--- config.mk ---
export PLATFORM = sky130hd
export DESIGN_NAME = alu_issue_ctrl_flat
export DESIGN_NICKNAME = d
export VERILOG_FILES = /design/src/rtl/alu_issue_if.sv /design/src/rtl/alu_issue_ctrl.sv /design/src/flat_wrapper.sv
export SDC_FILE = /design/constraint.sdc
export NUM_CORES = 1
export LEC_CHECK = 0
export CAP_MARGIN = 30
export CORE_MARGIN = 1.5
export CORE_UTILIZATION = 41
export DETAILED_ROUTE_END_ITERATION = 8
export HOLD_SLACK_MARGIN = 0.08
export PLACE_DENSITY = 0.63
export SLEW_MARGIN = 0
export SYNTH_ARGS = -nofsm -noshare
export SYNTH_HDL_FRONTEND = slang
export SYNTH_SLANG_ARGS = --single-unit
export TNS_END_PERCENT = 10
--- constraint.sdc ---
create_clock -name clk -period 3.15 [get_ports clk]
set_input_delay 0.7875 -clock clk [delete_from_list [all_inputs] [get_ports clk]]
set_output_delay 0.7875 -clock clk [all_outputs]
set_load 0.05 [all_outputs]
--- src/rtl/alu_issue_if.sv ---
// Command and response valid/ready streams of the ALU issue controller.
// master: command issuer / response consumer; slave: the controller.
interface alu_issue_if;
    logic       cmd_valid;
    logic       cmd_ready;
    logic [2:0] cmd_op;
    logic [7:0] cmd_a;
    logic [7:0] cmd_b;
    logic [3:0] cmd_tag;
    logic       rsp_valid;
    logic       rsp_ready;
    logic [7:0] rsp_data;
    logic [2:0] rsp_op;
    logic [3:0] rsp_tag;

    modport master (
        output cmd_valid, cmd_op, cmd_a, cmd_b, cmd_tag,
        input  cmd_ready,
        input  rsp_valid, rsp_data, rsp_op, rsp_tag,
        output rsp_ready
    );

    modport slave (
        input  cmd_valid, cmd_op, cmd_a, cmd_b, cmd_tag,
        output cmd_ready,
        output rsp_valid, rsp_data, rsp_op, rsp_tag,
        input  rsp_ready
    );
endinterface

--- src/rtl/alu_issue_ctrl.sv ---
// Queues ALU commands, drives the ALU with a forced select toggle,
// waits SETTLE cycles, captures the result and returns it with op/tag.
// Ports: clk, rst (sync, high); bus (cmd/rsp streams, slave side);
//   alu_a/alu_b/alu_select to the ALU; alu_result from it;
//   ops_done counts completed responses (wraps).
module alu_issue_ctrl #(
    parameter int DEPTH  = 4,
    parameter int SETTLE = 2
) (
    input  logic        clk,
    input  logic        rst,
    alu_issue_if.slave  bus,
    output logic [7:0]  alu_a,
    output logic [7:0]  alu_b,
    output logic [2:0]  alu_select,
    input  logic [7:0]  alu_result,
    output logic [15:0] ops_done
);

    localparam int AW = $clog2(DEPTH);
    localparam int CW = (SETTLE > 1) ? $clog2(SETTLE) : 1;

    typedef struct packed {
        logic [2:0] op;
        logic [7:0] a;
        logic [7:0] b;
        logic [3:0] tag;
    } cmd_t;

    typedef enum logic [1:0] {
        IDLE,
        DRIVE,
        SETTLE_ST,
        RESP
    } state_t;

    cmd_t            mem_q [DEPTH];
    logic [AW-1:0]   wr_ptr_q;
    logic [AW-1:0]   rd_ptr_q;
    logic [AW:0]     count_q;

    state_t          state_q;
    logic [CW-1:0]   cnt_q;
    logic [2:0]      work_op_q;
    logic [3:0]      work_tag_q;
    logic [7:0]      alu_a_q;
    logic [7:0]      alu_b_q;
    logic [2:0]      alu_sel_q;
    logic            rsp_valid_q;
    logic [7:0]      rsp_data_q;
    logic [2:0]      rsp_op_q;
    logic [3:0]      rsp_tag_q;
    logic [15:0]     ops_done_q;

    cmd_t            head;
    logic            not_empty;
    logic            push;
    logic            pop;
    logic            rsp_hs;

    assign head      = mem_q[rd_ptr_q];
    assign not_empty = (count_q != '0);
    assign rsp_hs    = rsp_valid_q && bus.rsp_ready;

    // No bypass: a full queue refuses pushes even if a pop is pending.
    assign bus.cmd_ready = !rst && (count_q < (AW+1)'(DEPTH));
    assign push = bus.cmd_valid && bus.cmd_ready;

    // Head leaves the queue from IDLE, or straight after a response
    // handshake so the next command enters DRIVE without an idle cycle.
    assign pop = not_empty &&
                 ((state_q == IDLE) || (state_q == RESP && rsp_hs));

    always_ff @(posedge clk) begin
        if (push) begin
            mem_q[wr_ptr_q] <= '{op:  bus.cmd_op,
                                 a:   bus.cmd_a,
                                 b:   bus.cmd_b,
                                 tag: bus.cmd_tag};
        end
    end

    always_ff @(posedge clk) begin
        if (rst) begin
            wr_ptr_q <= '0;
            rd_ptr_q <= '0;
            count_q  <= '0;
        end else begin
            if (push) wr_ptr_q <= wr_ptr_q + 1'b1;
            if (pop)  rd_ptr_q <= rd_ptr_q + 1'b1;
            unique case ({push, pop})
                2'b10:   count_q <= count_q + 1'b1;
                2'b01:   count_q <= count_q - 1'b1;
                default: count_q <= count_q;
            endcase
        end
    end

    always_ff @(posedge clk) begin
        if (rst) begin
            state_q     <= IDLE;
            cnt_q       <= '0;
            work_op_q   <= '0;
            work_tag_q  <= '0;
            alu_a_q     <= '0;
            alu_b_q     <= '0;
            alu_sel_q   <= '0;
            rsp_valid_q <= 1'b0;
            rsp_data_q  <= '0;
            rsp_op_q    <= '0;
            rsp_tag_q   <= '0;
            ops_done_q  <= '0;
        end else begin
            unique case (state_q)
                IDLE: begin
                    if (pop) begin
                        work_op_q  <= head.op;
                        work_tag_q <= head.tag;
                        alu_a_q    <= head.a;
                        alu_b_q    <= head.b;
                        // Inverted select guarantees a change before the
                        // real op, so the ALU always recomputes.
                        alu_sel_q  <= ~head.op;
                        state_q    <= DRIVE;
                    end
                end
                DRIVE: begin
                    alu_sel_q <= work_op_q;
                    cnt_q     <= CW'(SETTLE - 1);
                    state_q   <= SETTLE_ST;
                end
                SETTLE_ST: begin
                    if (cnt_q == '0) begin
                        rsp_data_q  <= alu_result;
                        rsp_op_q    <= work_op_q;
                        rsp_tag_q   <= work_tag_q;
                        rsp_valid_q <= 1'b1;
                        state_q     <= RESP;
                    end else begin
                        cnt_q <= cnt_q - 1'b1;
                    end
                end
                RESP: begin
                    if (rsp_hs) begin
                        rsp_valid_q <= 1'b0;
                        ops_done_q  <= ops_done_q + 16'd1;
                        if (pop) begin
                            work_op_q  <= head.op;
                            work_tag_q <= head.tag;
                            alu_a_q    <= head.a;
                            alu_b_q    <= head.b;
                            alu_sel_q  <= ~head.op;
                            state_q    <= DRIVE;
                        end else begin
                            state_q <= IDLE;
                        end
                    end
                end
                default: state_q <= IDLE;
            endcase
        end
    end

    assign alu_a         = alu_a_q;
    assign alu_b         = alu_b_q;
    assign alu_select    = alu_sel_q;
    assign bus.rsp_valid = rsp_valid_q;
    assign bus.rsp_data  = rsp_data_q;
    assign bus.rsp_op    = rsp_op_q;
    assign bus.rsp_tag   = rsp_tag_q;
    assign ops_done      = ops_done_q;

endmodule

--- src/flat_wrapper.sv ---
// flat-port wrapper written by rule: the top's interface ports become plain ports
module alu_issue_ctrl_flat 
#(
    parameter int DEPTH  = 4,
    parameter int SETTLE = 2
)
  (clk, rst, alu_a, alu_b, alu_select, alu_result, ops_done, bus_cmd_valid, bus_cmd_op, bus_cmd_a, bus_cmd_b, bus_cmd_tag, bus_cmd_ready, bus_rsp_valid, bus_rsp_data, bus_rsp_op, bus_rsp_tag, bus_rsp_ready);
  alu_issue_if bus_i ();
  input  logic clk;
  input  logic rst;
  output logic [7:0] alu_a;
  output logic [7:0] alu_b;
  output logic [2:0] alu_select;
  input  logic [7:0] alu_result;
  output logic [15:0] ops_done;
  input wire logic [$bits(bus_i.cmd_valid)-1:0] bus_cmd_valid;
  input wire logic [$bits(bus_i.cmd_op)-1:0] bus_cmd_op;
  input wire logic [$bits(bus_i.cmd_a)-1:0] bus_cmd_a;
  input wire logic [$bits(bus_i.cmd_b)-1:0] bus_cmd_b;
  input wire logic [$bits(bus_i.cmd_tag)-1:0] bus_cmd_tag;
  output wire logic [$bits(bus_i.cmd_ready)-1:0] bus_cmd_ready;
  output wire logic [$bits(bus_i.rsp_valid)-1:0] bus_rsp_valid;
  output wire logic [$bits(bus_i.rsp_data)-1:0] bus_rsp_data;
  output wire logic [$bits(bus_i.rsp_op)-1:0] bus_rsp_op;
  output wire logic [$bits(bus_i.rsp_tag)-1:0] bus_rsp_tag;
  input wire logic [$bits(bus_i.rsp_ready)-1:0] bus_rsp_ready;
  assign bus_i.cmd_valid = bus_cmd_valid;
  assign bus_i.cmd_op = bus_cmd_op;
  assign bus_i.cmd_a = bus_cmd_a;
  assign bus_i.cmd_b = bus_cmd_b;
  assign bus_i.cmd_tag = bus_cmd_tag;
  assign bus_cmd_ready = bus_i.cmd_ready;
  assign bus_rsp_valid = bus_i.rsp_valid;
  assign bus_rsp_data = bus_i.rsp_data;
  assign bus_rsp_op = bus_i.rsp_op;
  assign bus_rsp_tag = bus_i.rsp_tag;
  assign bus_i.rsp_ready = bus_rsp_ready;
  alu_issue_ctrl #(.DEPTH(DEPTH), .SETTLE(SETTLE)) u_core (.clk(clk), .rst(rst), .bus(bus_i), .alu_a(alu_a), .alu_b(alu_b), .alu_select(alu_select), .alu_result(alu_result), .ops_done(ops_done));
endmodule
### Yosys cells after proc, flatten, opt, wreduce, memory -nomap -nowiden

Memories as Yosys holds them, arrays and structs flattened. A register that Yosys moved wholly into a read port is not among the register bits.
Index checks and enable logic that the tools add are counted.
W data, S select, Z words.

* logic and storage cells: 83
* flip-flop bits (word level): 68
* output and inout port bits: 52
* memories kept: 1
* bits of input ports: 35
* bits in writable memories: 92

Memories
* u_core.mem_q: words 4, width 23, rd ports 1, clocked after Yosys merged registers in 1, write ports 1, RTL line alu_issue_ctrl.sv:37 `cmd_t mem_q [DEPTH];`

* equality and inequality tests: 8
* multiplexer cells: 30
* reduce and logical (&&, ||, !) cells: 20
* $add $sub $neg: 6
* order comparisons: 1
* bitwise operators: 2

Operator list (count)
* $mux W8: 4
* $pmux W8 S2: 2
* $add A16 B1 Y16 const B: 1
* $mux W3: 4
* $pmux W3 S2: 2
* $mux W2: 5
* $pmux W3 S3: 1
* $mux W4: 2
* $pmux W2 S4: 1
* $pmux W4 S2: 1
* $reduce_and A2 Y1: 4
* $reduce_bool A2 Y1: 4
* $eq A2 B2 Y1 const B: 3
* $mux W1: 6
* $reduce_and A3 Y1: 2
* $reduce_bool A3 Y1: 2
* $logic_and A1 B1 Y1: 5
* $add A2 B1 Y2 const B: 2
* $eq A2 B1 Y1 const B: 2
* $ne A2 B1 Y1 const B: 2
* $pmux W1 S2: 2
* $add A3 B1 Y3 const B: 1
* $lt A3 B3 Y1 const B: 1
* $not A3 Y3: 1
* other kinds (7): 7

### Depth between registers and ports, before layout

* depth in word-level cells: 7
* mapped depth: 10

### Worst setup path after synthesis

OpenSTA, ideal clock, no wires.

* path kind: input-to-reg
* start: input rst
* end: register u_core.count_q[2]
* data arrival time: 2976 ps
* slack: 104 ps
* data required time: 3080 ps
* cell stages on the path: 10
* buffers on the path: 1
* cells stage by stage: clkbuf_1 nor2_1 and2_1 inv_1 ha_1 inv_1 fa_1 xor2_1 or3_1 a21oi_1

* cells in the longest elaborated chain, start to end: 5

RTL lines
* start: declaration: RTL line flat_wrapper.sv:10 `input logic rst;`
* $logic_not A1 Y1 *: RTL line alu_issue_ctrl.sv:66 `assign bus.cmd_ready = !rst && (count_q < (AW+1)'(DEPTH));`
* $logic_and A1 B1 Y1 *: RTL line alu_issue_ctrl.sv:66
* named net bus_cmd_ready: RTL line flat_wrapper.sv:21 `output wire logic [$bits(bus_i.cmd_ready)-1:0] bus_cmd_ready;`
* $logic_and A1 B1 Y1 *: RTL line alu_issue_ctrl.sv:67 `assign push = bus.cmd_valid && bus.cmd_ready;`
* $eq A2 B1 Y1 or $eq A2 B2 Y1 (tied branches): RTL line alu_issue_ctrl.sv:91 `unique case ({push, pop})`
* $pmux W3 S2 or $reduce_bool A2 Y1 (tied branches)
* end signal: assignment: RTL line alu_issue_ctrl.sv:92 `2'b10: count_q <= count_q + 1'b1;`
* end signal: assignment: RTL line alu_issue_ctrl.sv:93 `2'b01: count_q <= count_q - 1'b1;`
* end signal: assignment: RTL line alu_issue_ctrl.sv:94 `default: count_q <= count_q;`
* end: declaration: RTL line alu_issue_ctrl.sv:40 `logic [AW:0] count_q;`

The timed path passes the listed nets; every way through them passes the cells marked *.
A chain may end at the register's enable or synchronous reset.

### Worst setup path after layout

* start: register u_core.ops_done_q[3], in the netlist u_core.ops_done[3]
* end: output ops_done[3]

RTL lines
* start: declaration: RTL line alu_issue_ctrl.sv:53 `logic [15:0] ops_done_q;`
* start signal: assignment: RTL line alu_issue_ctrl.sv:146 `ops_done_q <= ops_done_q + 16'd1;`
* end: declaration: RTL line flat_wrapper.sv:15 `output logic [15:0] ops_done;`

No word-level cell between the ends.

==> out/summary.txt <==
==========================================================================
Rows                                                                    45
Crit path launch                                              u_core.ops_done[3]$_SDFFE_PP0P_
Max-cap violations                                                       0
Total vias in the final route                                         3903
Antenna violation net count after detailed routing                       0
Mapped Cells                                                           470
Instance area at placement                                    0.00737 mm^2
Largest family of logic cells by synthesized area             simple AND/OR/NAND/NOR gates
DRC violation total after the first TritonRoute iteration              238
Number of hold-slack violations in the final timing report               0
Detailed-router iteration count before antenna repair                    4
Synthesized-area fraction occupied by and/or/nand/nor cells          0.112
Leakage                                                            2.70 nW
Number of H-tree branching levels                                        4
Reg2Reg Depth                                                            9
Worst hold path stage count                                              2
GP Congestion                                                        0.719
Total of cells resized after clock tree synthesis                        0
Max Root-Sink Buffers                                                    2
Post-synthesis compound-gate area fraction                          0.0512
Cell count along the critical path                                       1
Cell with the largest stage delay on the worst path           sky130_fd_sc_hd__clkdlybuf4s50_1
Cts bufs inserted                                                       17
Xor and xnor fraction of the mapped netlist area                    0.0223
Clock root buffer                                             sky130_fd_sc_hd__clkbuf_16
Share of post-route cells with drive strength above 1                0.131
Std-Cell Core Area                                             0.0151 mm^2
Worst setup SP type                                              flip-flop
RSZ-0062 raised after global routing                                    no
Final worst path period share                                        0.807
Syn avg cell area                                                13.4 um^2
Req. time, crit path                                               2.36 ns
Initial antenna violation count                                          1
Die Outline Area                                               0.0161 mm^2
Remaining routing DRC violations                                         0
Data arrival time of the worst path                                1.75 ns
Final count of pins violating max slew                                   0
Flip-flop and latch count after synthesis                              162
Final Instance Count excl. Fillers                                     766
Dpl ws                                                            0.218 ns
Detailed placer's ending HPWL                                      7750 um
Clk pin slew, worst setup/hold paths                               0.06 ns
Relative area change from synthesis to final layout                  27.3%
Setup-violating endpoint count in the final report                       0
Largest stage delay, worst path                                    0.86 ns
Via count normalized by instance count                                5.10
Net Count, Synth                                                       517
Final std cell area, no fill                                  0.00799 mm^2
Mapped cell area                                              0.00628 mm^2
Post-layout minimum cycle time                                     2.54 ns
Family with the most delay on the worst path                  buffers and inverters
Gr usage total                                                       0.166
Headroom to the max-slew limit                                       0.422
Average wire per cell in the routed design                         16.4 um
Die height                                                          127 um
Die span in x                                                       127 um
Max Fanout on Critical Path                                              7
Number of diodes added for antenna fixing                                0
Critical path buffers and inverters                                      1
Fmax                                                               393 MHz
Starting Density                                                     0.416
Clock sink total                                                       162
Yosys warning total                                                      0
Sequential-to-total area share from yosys stat                       0.663
Boundary pin count                                                      87
Worst slew pin tran                                               0.867 ns
Setup crit end                                                 ops_done[3]
Clock latency on the worst-skew pair                               0.41 ns
Pwr per Cell Area                                              878 mW/mm^2
Multiplexer fraction of the synthesized cell area                    0.100
Top-area cell type share of the netlist area                         0.440
Final setup skew                                                0.00967 ns
Post-Route Hold Slack                                             0.451 ns
Unique cell type count in the Yosys netlist                             43
Final Net Count                                                        612
Critical path type                                            flip-flop to primary output
Share of the core filled with cells                                  0.530
Setup total negative slack                                            0 ns
Global-route wire length before repair                            20300 um
Status                                                        complete, no violations
Remaining global-route overflow                                          0
Count of buffers inserted at the top-level ports                        86
Total detailed-routing wirelength                                 12500 um
Number of instances in the placed design                               734
Peak VDD IR                                                       0.562 mV
Ranking of synthesized cells by area                          sky130_fd_sc_hd__edfxtp_1 (44%), sky130_fd_sc_hd__dfxtp_1 (22%), sky130_fd_sc_hd__mux4_2 (8.3%)
Pin count of the biggest net entering global routing                    73
Worst reg2reg endpoint                                        u_core.count_q[2]$_SDFFE_PP0P_
Minimum setup slack in the final design                           0.608 ns
Number of global-route vias before repair                             3905
Overall power after layout                                         7.02 mW
Cell type with the largest total area after synthesis         sky130_fd_sc_hd__edfxtp_1
Sequence of cells on the critical path                        clkdlybuf4s50_1
CTS Hold Bufs                                                            0
Endpoint class of the critical path                           primary output
Worst flop-to-flop path startpoint                            u_core.state_q[1]$_SDFFE_PP0P_
Buffers inserted by post-CTS timing repair                               0
Type of the tightest min-delay check                          flip-flop to flip-flop
TritonCTS clock tree                                                  done
Synth Area in Adders                                                0.0251
Register-to-register path setup slack                              0.73 ns
==========================================================================
tightest hold or removal path: stages (launching register included):
cell and delay, ns:
sky130_fd_sc_hd__dfxtp_1 0.31, sky130_fd_sc_hd__nand2_1 0.05, sky130_fd_sc_hd__a21oi_1 0.05
routing by layer:
layer / track usage / vias to the layer above / part of all wire
met4: 0.0515 / 0 / 0.010
met1: 0.208 / 1922 / 0.45
li1: - / 1879 / -
met3: 0.0481 / 10 / 0.045
met5: 0 / - / 0
met2: 0.281 / 92 / 0.49
Yosys cell counts:
library cell and count:
sky130_fd_sc_hd__buf_4 4, sky130_fd_sc_hd__o21bai_1 1, sky130_fd_sc_hd__nand4_1 2, sky130_fd_sc_hd__xnor2_1 11, sky130_fd_sc_hd__fa_1 1, sky130_fd_sc_hd__a31o_2 1, sky130_fd_sc_hd__nor4_1 6, sky130_fd_sc_hd__edfxtp_1 92
sky130_fd_sc_hd__o211ai_1 1, sky130_fd_sc_hd__a211oi_1 2, sky130_fd_sc_hd__buf_1 4, sky130_fd_sc_hd__nand4_4 1, sky130_fd_sc_hd__nand2_1 85, sky130_fd_sc_hd__a221oi_1 1, sky130_fd_sc_hd__xor2_1 5, sky130_fd_sc_hd__and3_1 6
sky130_fd_sc_hd__or3_1 4, sky130_fd_sc_hd__nor4_2 1, sky130_fd_sc_hd__a21oi_1 44, sky130_fd_sc_hd__o31ai_1 1, sky130_fd_sc_hd__o21ai_0 2, sky130_fd_sc_hd__o21ai_1 1, sky130_fd_sc_hd__nand2b_1 2, sky130_fd_sc_hd__o21a_1 2
sky130_fd_sc_hd__mux2i_1 8, sky130_fd_sc_hd__nor2b_1 4, sky130_fd_sc_hd__nand4_2 1, sky130_fd_sc_hd__ha_1 11, sky130_fd_sc_hd__mux2_4 2, sky130_fd_sc_hd__clkbuf_1 8, sky130_fd_sc_hd__nor3b_1 1, sky130_fd_sc_hd__dfxtp_1 70
sky130_fd_sc_hd__and2_1 1, sky130_fd_sc_hd__nand3_1 3, sky130_fd_sc_hd__a21boi_1 1, sky130_fd_sc_hd__nor4_4 1, sky130_fd_sc_hd__inv_1 14, sky130_fd_sc_hd__nor4b_1 1, sky130_fd_sc_hd__o21ai_2 1, sky130_fd_sc_hd__nor3_1 5
sky130_fd_sc_hd__buf_2 7, sky130_fd_sc_hd__nor2_1 28, sky130_fd_sc_hd__mux4_2 23
layout by cell type, fill, tap and decap left out, drive strengths merged, types with 3 or more instances in the layout:
cell	synthesis	routed
a21oi	44	44
and3	6	6
buf	15	15
bufinv	0	3
clkbuf	8	22
clkdlybuf4s50	0	84
dfxtp	70	70
edfxtp	92	92
ha	11	11
inv	14	17
mux2i	8	8
mux4	23	23
nand2	85	85
nand3	3	3
nand4	4	4
nor2	28	28
nor2b	4	4
nor3	5	5
nor4	8	8
o21ai	4	4
or3	4	4
xnor2	11	11
xor2	5	5
final cells by class:
cell class,count,area (um^2)
clock buffers,22,475
clock inverters,10,148
fillers,1294,7100
inverters,14,52.6
multi-input cells,271,1950
flip-flops and latches,162,4170
well taps,188,235
repair buffers,99,963
cell families (layout without fill, tap and decap cells):
logic type,after synthesis,in the layout
xor+xnor,16,16
compound gates,58,58
simple gates,152,152
mux,33,33
fa+ha+maj,12,12
buf+inv,37,145
flops,162,162
state kept, by name, summed over array words and instances, names as in the netlist, named ones only:
name	flops
u_core.cnt_q	1
u_core.wr_ptr_q	2
u_core.mem_q	92
u_core.bus.rsp_tag	4
u_core.ops_done	16
u_core.bus.rsp_valid	1
u_core.work_tag_q	4
u_core.work_op_q	3
u_core.count_q	3
u_core.alu_b	8
u_core.alu_select	3
u_core.rd_ptr_q	2
u_core.bus.rsp_op	3
u_core.bus.rsp_data	8
u_core.alu_a	8
u_core.state_q	2
worst min-delay path by stage:
stage                                     endpoint                           startpoint  slack [ns]
2_1_floorplan   u_core.bus.rsp_tag[3]$_SDFFE_PP0P_    u_core.work_tag_q[3]$_SDFFE_PP0P_        0.43
3_3_place_gp   u_core.bus.rsp_data[2]$_SDFFE_PP0P_  u_core.bus.rsp_data[2]$_SDFFE_PP0P_        0.44
3_5_place_dp     u_core.bus.rsp_op[1]$_SDFFE_PP0P_    u_core.bus.rsp_op[1]$_SDFFE_PP0P_        0.45
4_1_cts          u_core.bus.rsp_op[1]$_SDFFE_PP0P_    u_core.bus.rsp_op[1]$_SDFFE_PP0P_        0.45
5_1_grt          u_core.bus.rsp_op[0]$_SDFFE_PP0P_    u_core.bus.rsp_op[0]$_SDFFE_PP0P_        0.47
6_report         u_core.bus.rsp_op[0]$_SDFFE_PP0P_    u_core.bus.rsp_op[0]$_SDFFE_PP0P_        0.45
report_power, final:
group	switching [mW]	internal, mW	leakage, nW
clock	0.822	1.33	0.298
sequential	0.252	2.53	1.40
combinational	1.23	0.856	0.997
total	2.31	4.71	2.70
Power figures use the tool's default switching activity.
